**config.mk**
```make
export PLATFORM = sky130hd
export DESIGN_NAME = mix_columns_seq
export DESIGN_NICKNAME = d
export VERILOG_FILES = /design/src/rtl/mix_columns_seq.sv
export SDC_FILE = /design/constraint.sdc
export NUM_CORES = 1
export LEC_CHECK = 0
export BUFFER_PORTS_ARGS = -buffer_cell sky130_fd_sc_hd__clkbuf_2
export CORE_MARGIN = 2
export CORE_UTILIZATION = 40
export DETAILED_ROUTE_END_ITERATION = 7
export PLACE_DENSITY = 0.66
export REMOVE_ABC_BUFFERS = 1
export SETUP_SLACK_MARGIN = 0.1
export SYNTH_ARGS = -nofsm -noshare
export SYNTH_HDL_FRONTEND = slang
export SYNTH_SLANG_ARGS = --single-unit
```
**constraint.sdc**
```tcl
create_clock -name clk -period 3.8 [get_ports clk]
set_input_delay 0.38 -clock clk [delete_from_list [all_inputs] [get_ports clk]]
set_output_delay 0.38 -clock clk [all_outputs]
set_load 0.005 [all_outputs]
```
**src/rtl/mix_columns_seq.sv**
```systemverilog
// AES MixColumns / InvMixColumns over a 128-bit state, COLS_PER_CYCLE columns per cycle.
// Valid/ready on both sides; bypass passes the state through for the final round.
module mix_columns_seq #(
    parameter int unsigned COLS_PER_CYCLE = 1
) (
    input  logic         clk,
    input  logic         reset_n,
    input  logic         in_valid,
    output logic         in_ready,
    input  logic [127:0] in_state,
    input  logic         inv,
    input  logic         bypass,
    output logic         out_valid,
    input  logic         out_ready,
    output logic [127:0] out_state
);

    typedef enum logic [1:0] {IDLE, BUSY, DONE} state_t;

    // A step of 4 wraps to 0 in two bits, so the counter simply stays at 0.
    localparam logic [1:0] STEP     = 2'(COLS_PER_CYCLE);
    localparam logic [1:0] LAST_CNT = 2'(4 - COLS_PER_CYCLE);

    state_t       state_q, state_d;
    logic [1:0]   cnt_q, cnt_d;
    logic [127:0] data_q, data_d;
    logic         inv_q, inv_d;

    function automatic logic [7:0] xtime(input logic [7:0] a);
        return {a[6:0], 1'b0} ^ (a[7] ? 8'h1b : 8'h00);
    endfunction

    function automatic logic [31:0] mix_col(input logic [31:0] col, input logic inv_mode);
        logic [7:0]  a  [4];
        logic [7:0]  x2 [4];
        logic [7:0]  x4 [4];
        logic [7:0]  x8 [4];
        logic [7:0]  m0 [4];
        logic [7:0]  m1 [4];
        logic [7:0]  m2 [4];
        logic [7:0]  m3 [4];
        logic [31:0] res;
        res = '0;
        for (int unsigned r = 0; r < 4; r++) begin
            a[r]  = col[31 - 8*r -: 8];
            x2[r] = xtime(a[r]);
            x4[r] = xtime(x2[r]);
            x8[r] = xtime(x4[r]);
            // m0..m3 are the rotation coefficients applied to a_i .. a_(i+3)
            if (inv_mode) begin
                m0[r] = x8[r] ^ x4[r] ^ x2[r];
                m1[r] = x8[r] ^ x2[r] ^ a[r];
                m2[r] = x8[r] ^ x4[r] ^ a[r];
                m3[r] = x8[r] ^ a[r];
            end else begin
                m0[r] = x2[r];
                m1[r] = x2[r] ^ a[r];
                m2[r] = a[r];
                m3[r] = a[r];
            end
        end
        for (int unsigned r = 0; r < 4; r++) begin
            res[31 - 8*r -: 8] = m0[r] ^ m1[(r + 1) % 4] ^ m2[(r + 2) % 4] ^ m3[(r + 3) % 4];
        end
        return res;
    endfunction

    // Column c sits at bits [127-32c -: 32], i.e. slot (3-c) counting from the LSB.
    function automatic logic [127:0] apply_col(input logic [127:0] d, input logic [1:0] c,
                                               input logic inv_mode);
        logic [1:0]   slot;
        logic [127:0] r;
        slot = 2'd3 - c;
        r = d;
        r[32*slot +: 32] = mix_col(d[32*slot +: 32], inv_mode);
        return r;
    endfunction

    always_ff @(posedge clk or negedge reset_n) begin
        if (!reset_n) begin
            state_q <= IDLE;
            cnt_q   <= '0;
            data_q  <= '0;
            inv_q   <= 1'b0;
        end else begin
            state_q <= state_d;
            cnt_q   <= cnt_d;
            data_q  <= data_d;
            inv_q   <= inv_d;
        end
    end

    always_comb begin
        state_d = state_q;
        cnt_d   = cnt_q;
        data_d  = data_q;
        inv_d   = inv_q;
        case (state_q)
            IDLE: begin
                if (in_valid) begin
                    data_d  = in_state;
                    inv_d   = inv;
                    cnt_d   = '0;
                    state_d = bypass ? DONE : BUSY;
                end
            end
            BUSY: begin
                for (int unsigned k = 0; k < COLS_PER_CYCLE; k++) begin
                    data_d = apply_col(data_d, cnt_q + 2'(k), inv_q);
                end
                cnt_d = cnt_q + STEP;
                if (cnt_q == LAST_CNT) state_d = DONE;
            end
            DONE: begin
                if (out_ready) state_d = IDLE;
            end
            default: state_d = IDLE;
        endcase
    end

    assign in_ready  = (state_q == IDLE);
    assign out_valid = (state_q == DONE);
    assign out_state = data_q;

endmodule

```
==> reports/metrics.yaml, run 1 <==
yosys:
  yosys-top-cells-area: "dfrtp_1 37%, xnor2_1 12%, mux4_2 7.7%, a21oi_1 4.7%, nor2_1 4.5%"
  synth_edf_count: 0
  ys_seq_area_share_pct: 36.89
  avgSynthCellArea_sq_um: 10.04
  synth.largest_area_cell: "dfrtp_1"
  netlist_area_sq_um: 9022
  ys_types: 43
  yosys_warnings: 0
  synth-main-ff-cell: "dfrtp_1"
  synth_common_cells: "133 x dfrtp_1, 120 x xnor2_1, 108 x nor2_1"
  syn_inst: 899
  synth_most_common_cell: "dfrtp_1"
  async_flop_share_pct: 100.0
  synth_top_area_share_pct: 36.89
  yosys_register_bits: 133
clock_tree:
  cts_resized: 0
  cts-htree-levels: 4
  holdBufCountCts: 0
  ctsLongestPathBuffers: 2
  cts_setup_buffers: 0
  clockRootBuffer: "clkbuf_16"
  cts.sinks: 133
  numCtsBuffers: 17
  clk_pin_slew_ns: 0.06
  cts_tree: "built"
  clk_latency_ns: 0.43
finish:
  drive_gt1_share_pct: 34.20
  final_util_pct: 51.91
  syn_to_final_growth_pct: 26.33
  fin_area_sq_um: 11400
  diodes: 0
  nNetsFinal: 1280
worst_setup_path:
  path_class: "reg -> reg"
  arrival_ns: 3.86
  cp_data_required_time_ns: 4.11
  startpoint_type: "flop"
  timing.rr.start: "cnt_q[0]"
  crit_path_start: "cnt_q[0]"
  slowest_stage: "mux4_1"
  critPathMaxStageDelay_ns: 0.85
  crit_chain: "mux4_1 > xnor2_4 > xor3_2 > xnor3_1 > nand2_1 > xnor2_1 > o21ai_1 > o21a_1"
  endpoint_kind: "flop"
  crit_fanout: 8
run:
  drv_cap: 0
floorplan:
  die_w_microns: 154.2
  num_rows: 54
  die_area_sq_um: 23770
  core_sq_um: 21960
  initial_core_util_pct: 41.09
  dieHeight_microns: 154.2
  io_pins: 264
drt:
  drt_iter0_drc: 546
  final_antenna_net_count: 0
  wl_per_cell_microns: 21.83
  routed_via_density: 5.631
  routed-via-count: 8080
  dr.pass1.iters: 6
  wirelength_microns: 31330
  drc: 0
sta:
  final_max_slew_viol_count: 0
  tns_ns: 0
  period_needed_ns: 3.549
  setup_viol: 0
  min_period_over_period_pct: 93.41
  hold_violations: 0
  fmax_mhz: 281.7
  rsz0062_at_grt: "yes"
  worstMarginPinSlew_ns: 1.024
  relSlewSlack_pct: 31.24
  fin_worst_skew_ns: 0.01073
global_routing:
  grt.total_usage_pct: 26.31
  grt_start_max_net_pins: 99
  grt_pass1_wl_microns: 47610
  gr-total-overflow: 0
  antenna_found_initial: 0
  grt_pass1_vias: 8093
place:
  dp_hpwl_microns: 22960
  post_dp_cell_area_sq_um: 10700
  routabilityCongestion: 0.9723
  port-buffer-count: 263
run_status:
  status: "finished, final reports clean"
worst_hold_path:
  min_path_type: "in -> async"
-- flip-flops by register name, summed over array words and instances, names as in the netlist --
signal	cells
out_state	128
cnt_q	2
state_q	2
inv_q	1
-- worst max-delay path: cells and delay by family, from the launching register on --
family          cells  cell delay (ns)
mux                 1             0.85
compound gates      2             0.26
flops               1             0.53
xor+xnor            4             1.66
simple gates        1             0.13
-- final timing paths --
| check | endpoint | slack (ns) | cells past startpoint |
|---|---|---|---|
| worst max-delay path | out_state[19] | 0.25 | 8 |
| worst min-delay path | out_state[113] | 0.07 | 1 |
| worst max register to register | out_state[19] | 0.25 | 8 |
| worst min register to register | out_state[17] | 0.50 | 2 |
| max in group asynchronous | out_state[107] | 2.91 | 2 |
| min in group clk | inv_q | 0.19 | 2 |
-- metal layers --
metal / global-route usage, % / routed length [microns] / vias up
met5: 0 / 0 / -
met4: 7.877 / 582 / 0
met3: 4.763 / 2265 / 36
met2: 43.13 / 15160 / 408
met1: 35.82 / 13330 / 3972
li1: - / - / 3664
-- metrics by stage --
stage	setup WS (ns)	hold WS [ns]	std cells
after floorplan	-0.4613	0.08441	826
after global placement	0.2907	0.4882	1403
after detailed placement	0.2039	0.4978	1403
after CTS	0.1729	0.1002	1435
after global routing	0.09715	0.1539	1435
final	0.2506	0.07115	1435
-- layout make-up --
type | instances | area, sq um
fillers | 2023 | 10560
multi-input cells | 689 | 5411
flip-flops and latches | 133 | 3331
repair buffers | 297 | 1640
clock buffers | 23 | 478.0
well taps | 280 | 350.3
clock inverters | 9 | 172.7
inverters | 4 | 15.01
-- cell families after synthesis --
group,after synthesis,synth area share [%]
simple gates,199,9.000
mux,36,8.487
flops,133,36.89
fa+ha+maj,4,0.5547
compound gates,261,17.67
xor+xnor,189,23.48
buf+inv,77,3.924
-- placed cells by master (no fill, tap or decap), drive strengths merged, types with 5 or more instances in the layout --
master     n
o22ai     40
and3      10
clkbuf   285
nand2     67
mux4      32
a2bb2oi   24
o21ai     66
dfrtp    133
xnor3     12
xnor2    138
bufinv     5
buf       35
a221oi    24
xor2      36
a21oi     85
nor2     108
o21a      16
Power of run 1 is left out: the tool's default activity adds up to more than one toggle a clock period on the data nets, which glitch-free logic cannot reach.
==> run 2: changes to the inputs <==
Settings changed: CORE_MARGIN 2 to 1.
Clock period 3.8 ns to 3.5 ns, I/O delays scaled along.
==> run 2 against run 1 <==
Net effect: the run now ends with design-rule violations left; register-to-register slack about the same; cell area up 0.61%; setup slack better by 0.0054 ns; maximum frequency up 9.4%; highest routed layer unchanged.
==> reports/metrics.yaml, run 2 (synthesis results as in run 1) <==
worst_setup_path:
  r2r-end: "out_state[5]"
  rrSetupSlack_ns: 0.26  # about the same
  timing.rr.start: "cnt_q[0]"
  cp_common_cell: "xnor2_4"
  path_class: "reg -> reg"
  arrival_ns: 3.54  # -0.32 ns
  cp_data_required_time_ns: 3.79  # -0.32 ns
  endpoint_kind: "flop"
  cp_top_family: "XOR/XNOR gates"
  ff2ff_path_depth: 9  # +1
  critPathBufInv: 1  # +1
  crit_fanout: 6  # -2
  startpoint_type: "flop"
  crit_chain: "buf_4 > mux4_2 > xnor2_4 > xor2_2 > xnor3_1 > nor2b_4 > xnor2_4 > xnor2_2 > o22ai_1"
  critPathMaxStageDelay_ns: 0.66  # -0.19 ns
  slowest_stage: "mux4_2"
worst_hold_path:
  hold_path_startpoint: "inv"
  min_path_type: "in -> reg"
  holdPathStages: 2
  whs_endpoint: "inv_q"
global_routing:
  grt_pass1_vias: 8059  # -0.42%
  grt_pass1_wl_microns: 47530  # -0.16%
  antenna_found_initial: 0  # unchanged
  grt.total_usage_pct: 27.00  # +0.69 points
  grt_start_max_net_pins: 77  # -22%
  gr-total-overflow: 0  # unchanged
finish:
  diodes: 0  # unchanged
  fillers: 2001  # -1.1%
  instances_no_fill: 1444  # +0.63%
  final_cell_mix: "262 x clkbuf_2, 131 x dfrtp_1, 114 x xnor2_1"
  largest_reg_flops: 128  # unchanged
  nNetsFinal: 1290  # +0.78%
  syn_to_final_growth_pct: 27.11
  final_common_cell: "clkbuf_2"
  drive_gt1_share_pct: 34.88  # +0.68 points
drt:
  routed-via-count: 8109  # +0.36%
  wirelength_microns: 30720  # -1.9%
  final_antenna_net_count: 0  # unchanged
  dr.pass1.iters: 8  # +2
  drc: 17  # +17
  routed_via_density: 5.616  # -0.27%
  drt_iter0_drc: 582  # +6.6%
  wl_per_cell_microns: 21.27  # -2.6%
place:
  routabilityCongestion: 0.8789  # -9.6%
  place_inst: 1411  # +0.57%
  preCtsSetupSlack_ns: 0.1345  # -0.06935 ns
  port-buffer-count: 263  # unchanged
  dp_hpwl_microns: 22440  # -2.3%
floorplan:
  core_sq_um: 21960  # unchanged
  initial_core_util_pct: 41.09  # unchanged
  io_pins: 264  # unchanged
  die_area_sq_um: 23160  # -2.6%
  dieHeight_microns: 152.2  # -1.3%
  num_rows: 54  # unchanged
  die_w_microns: 152.2  # -1.3%
sta:
  setup_viol: 0  # unchanged
  final_max_slew_viol_count: 0  # unchanged
  tns_ns: 0  # unchanged
  min_period_over_period_pct: 92.69  # -0.72 points
  rsz0062_at_grt: "no"
  setup_ws_ns: 0.2560  # +0.005409 ns
  fin_worst_skew_ns: 0.01502  # +0.004296 ns
  hold_violations: 0  # unchanged
  fmax_mhz: 308.3  # +9.4%
  hold_ws_ns: 0.1480  # +0.07683 ns
  period_needed_ns: 3.244  # -0.3054 ns
  relSlewSlack_pct: 30.02  # -1.2 points
  worstMarginPinSlew_ns: 1.050  # +0.02620 ns
run_status:
  violations: "design-rule violations"
  status: "complete, but fails checks"
clock_tree:
  clk_pin_slew_ns: 0.06  # about the same
  cts-htree-levels: 4  # unchanged
  clockRootBuffer: "clkbuf_16"
  cts_tree: "built"
  ctsLongestPathBuffers: 2  # unchanged
  clk_latency_ns: 0.43  # about the same
  numCtsBuffers: 17  # unchanged
  cts.sinks: 133  # unchanged
run:
  drv_cap: 0  # unchanged
[run 2: cell count changes in the layout (fill, tap and decap cells not counted), sizes merged]
cell	delta
buf	+9
clkinv	+4
clkbuf	-3
bufinv	-1
clkinvlp	-1
dlygate4sd3	+1
[run 2: how the worst max path moves through the flow]
stage          slack (ns)       endpoint     start  cells past startpoint
2_1_floorplan       -0.76  out_state[51]  cnt_q[0]                      8
3_3_place_gp         0.19   out_state[4]  cnt_q[0]                      9
6_report             0.26   out_state[5]  cnt_q[0]                      9
5_1_grt              0.09  out_state[68]  cnt_q[0]                      9
4_1_cts              0.13  out_state[68]  cnt_q[0]                      9
3_5_place_dp         0.13  out_state[43]  cnt_q[0]                      9
[run 2: per-stage QoR]
stage | utilization [%] | area, sq um
CTS | 51.90 | 11400
detailed placement | 49.11 | 10780
global placement | 49.11 | 10780
floorplan | - | 8683
finish | 52.23 | 11470
global route | 52.23 | 11470
[run 2: final cells by class]
| cell class | instances | area [sq um] | share of cell area, % |
|---|---|---|---|
| multi-input cells | 689 | 5434 | 47.38 |
| inverters | 4 | 15.01 | 0.1309 |
| well taps | 280 | 350.3 | 3.055 |
| clock inverters | 11 | 158.9 | 1.386 |
| clock buffers | 20 | 436.7 | 3.808 |
| flip-flops and latches | 133 | 3331 | 29.04 |
| repair buffers | 307 | 1743 | 15.20 |
[run 2: metal layers]
| metal | global-route usage (%) | share of wire, % | up-vias | wire length [microns] |
|---|---|---|---|---|
| met5 | 0 | 0 | - | 0 |
| met4 | 9.232 | 1.9 | 0 | 590 |
| met3 | 5.319 | 7.4 | 45 | 2264 |
| met2 | 43.71 | 48 | 427 | 14650 |
| met1 | 36.22 | 43 | 3966 | 13210 |
| li1 | - | - | 3671 | - |
[run 2: repair_timing]
action,in CTS,in global routing
hold buffers,1,0
setup endpoints to repair,1,27
pin swaps,0,1
endpoints found under the hold margin,59,0
buffers inserted,0,1
resized for setup,1,8
Power of run 2 is left out for the same reason.
==> run 3: changes to the inputs <==
Settings changed: CAP_MARGIN from default to 5, GPL_TIMING_DRIVEN from default to 0.
==> run 3 against run 2 <==
Net effect: largest cell class unchanged; core utilization increased by 1.4 points; cell area grew 2.6%; critical path type unchanged; die area did not move; the flow still finishes with violations (design-rule violations); setup slack worse by 0.043 ns; clock skew shrank 0.0057 ns; flip-flop and latch count unchanged; cell count is 0.21% higher; worst hold slack improved by 0.024 ns; count of clock-buffer cells in the layout grew 3; non-clock buffer count is 3 higher; critical path depth grew 1; via count decreased by 0.46%.
==> reports/metrics.yaml, run 3 (synthesis results as in run 1) <==
run_status:
  status: "complete, but fails checks"
  violations: "design-rule violations"
sta:
  setup_viol: 0  # unchanged
  hold_ws_ns: 0.1725  # +0.02450 ns
  worstMarginPinSlew_ns: 0.9771  # -0.07264 ns
  final_max_slew_viol_count: 0  # unchanged
  tns_ns: 0  # unchanged
  relSlewSlack_pct: 34.67  # +4.6 points
  hold_violations: 0  # unchanged
  min_period_over_period_pct: 93.92  # +1.2 points
  period_needed_ns: 3.287  # +0.04323 ns
  fmax_mhz: 304.2  # -1.3%
  fin_worst_skew_ns: 0.009275  # -0.005749 ns
  rsz0062_at_grt: "yes"
clock_tree:
  cts.sinks: 133  # unchanged
  numCtsBuffers: 17  # unchanged
  cts_tree: "built"
  cts-htree-levels: 4  # unchanged
  clk_latency_ns: 0.42  # about the same
  ctsLongestPathBuffers: 2  # unchanged
  clk_pin_slew_ns: 0.06  # about the same
  clockRootBuffer: "clkbuf_16"
worst_setup_path:
  path_class: "reg -> reg"
  crit_path_start: "cnt_q[0]"
  critPathBufInv: 2  # +1
  startpoint_type: "flop"
  critPathMaxStageDelay_ns: 0.59  # -0.07 ns
  timing.rr.start: "cnt_q[0]"
  cp_common_cell: "xnor3_1"
  slowest_stage: "mux4_2"
  crit_fanout: 7  # +1
  arrival_ns: 3.56  # +0.02 ns
  cp_top_family: "XOR/XNOR gates"
  endpoint_kind: "flop"
  cp_data_required_time_ns: 3.77  # -0.02 ns
  crit_chain: "buf_12 > mux4_2 > xnor2_4 > xnor3_1 > xnor3_1 > nand2_1 > xor2_2 > xnor2_2 > buf_4 > o22ai_1"
floorplan:
  num_rows: 54  # unchanged
  io_pins: 264  # unchanged
  initial_core_util_pct: 41.09  # unchanged
  dieHeight_microns: 152.2  # unchanged
  die_area_sq_um: 23160  # unchanged
  core_sq_um: 21960  # unchanged
  die_w_microns: 152.2  # unchanged
global_routing:
  antenna_found_initial: 0  # unchanged
  grt.total_usage_pct: 26.17  # -0.84 points
  grt_start_max_net_pins: 69  # -10%
  grt_pass1_wl_microns: 46300  # -2.6%
  grt_pass1_vias: 8021  # -0.47%
  gr-total-overflow: 0  # unchanged
finish:
  fin_area_sq_um: 11770  # +2.6%
  final_common_cell: "clkbuf_2"
  syn_to_final_growth_pct: 30.44
  nNetsFinal: 1293  # +0.23%
  final_cell_mix: "262 x clkbuf_2, 131 x dfrtp_1, 108 x nor2_1, 108 x xnor2_1, 81 x a21oi_1"
  largest_reg_flops: 128  # unchanged
  drive_gt1_share_pct: 36.42  # +1.5 points
  instances_no_fill: 1447  # +0.21%
  diodes: 0  # unchanged
place:
  routabilityCongestion: 0.8219  # -6.5%
  dp_hpwl_microns: 21150  # -5.7%
  port-buffer-count: 263  # unchanged
  post_dp_cell_area_sq_um: 10630  # -1.4%
  place_inst: 1379  # -2.3%
drt:
  wl_met1_microns: 13160  # -0.36%
  dr_wl_met2_microns: 14750  # +0.66%
  drt_iter0_drc: 480  # -18%
  drc: 17  # unchanged
  wl_met3_microns: 2126  # -6.1%
  final_antenna_net_count: 0  # unchanged
  wirelength_microns: 30530  # -0.63%
  top_layer_used: "met4"
  dr.pass1.iters: 7  # -1
  routed-via-count: 8072  # -0.46%
  routed_via_density: 5.578  # -0.66%
  wl_per_cell_microns: 21.10  # -0.83%
worst_hold_path:
  min_path_type: "in -> reg"
  hold_path_startpoint: "inv"
run:
  drv_cap: 0  # unchanged
## run 3: what timing repair did
action | 4_1_cts | 5_1_grt
gates cloned | 0 | 2
pin swaps | 8 | 5
hold buffers | 1 | 0
resized for setup | 19 | 13
setup endpoints to repair | 127 | 51
setup buffers | 18 | 15
hold endpoints to repair | 65 | 0
## run 3: area by class of cell
| cell class | instances | area, sq um |
|---|---|---|
| Fill cell | 1999 | 10190 |
| Multi-Input combinational cell | 689 | 5589 |
| Sequential cell | 133 | 3336 |
| Timing Repair Buffer | 310 | 1916 |
| Clock buffer | 23 | 488.0 |
| Tap cell | 280 | 350.3 |
| Clock inverter | 8 | 75.07 |
| Inverter | 4 | 15.01 |
## run 3: path summary, 6_finish.rpt
path	end	slack, ns	cells past startpoint
min	inv_q	0.17	2
min in group asynchronous	out_state[118]	0.48	2
max in group asynchronous	out_state[19]	2.25	3
max reg2reg	out_state[36]	0.21	10
max	out_state[36]	0.21	10
min reg2reg	out_state[33]	0.51	2
## run 3: metal layers
metal	GRT usage, %	up-vias
met4	7.532	0
met3	4.807	50
met2	42.51	363
li1	-	3677
met1	35.73	3982
met5	0	-
## run 3: through the flow
| step | util, % | setup slack (ns) |
|---|---|---|
| finish | 53.60 | 0.2127 |
| global route | 53.60 | 0.07026 |
| CTS | 52.23 | 0.1012 |
| detailed placement | 48.42 | -0.9124 |
| global placement | 47.13 | -3.045 |
| floorplan | - | -0.7613 |
## run 3: worst reg2reg max path, stage by stage, from the launching register on
cell,delay (ns)
dfrtp_4,0.48
buf_12,0.16
mux4_2,0.61
xnor2_4,0.23
xnor3_1,0.47
xnor3_1,0.40
nand2_1,0.09
xor2_2,0.31
xnor2_2,0.14
buf_4,0.16
o22ai_1,0.09
Power of run 3 is left out for the same reason.
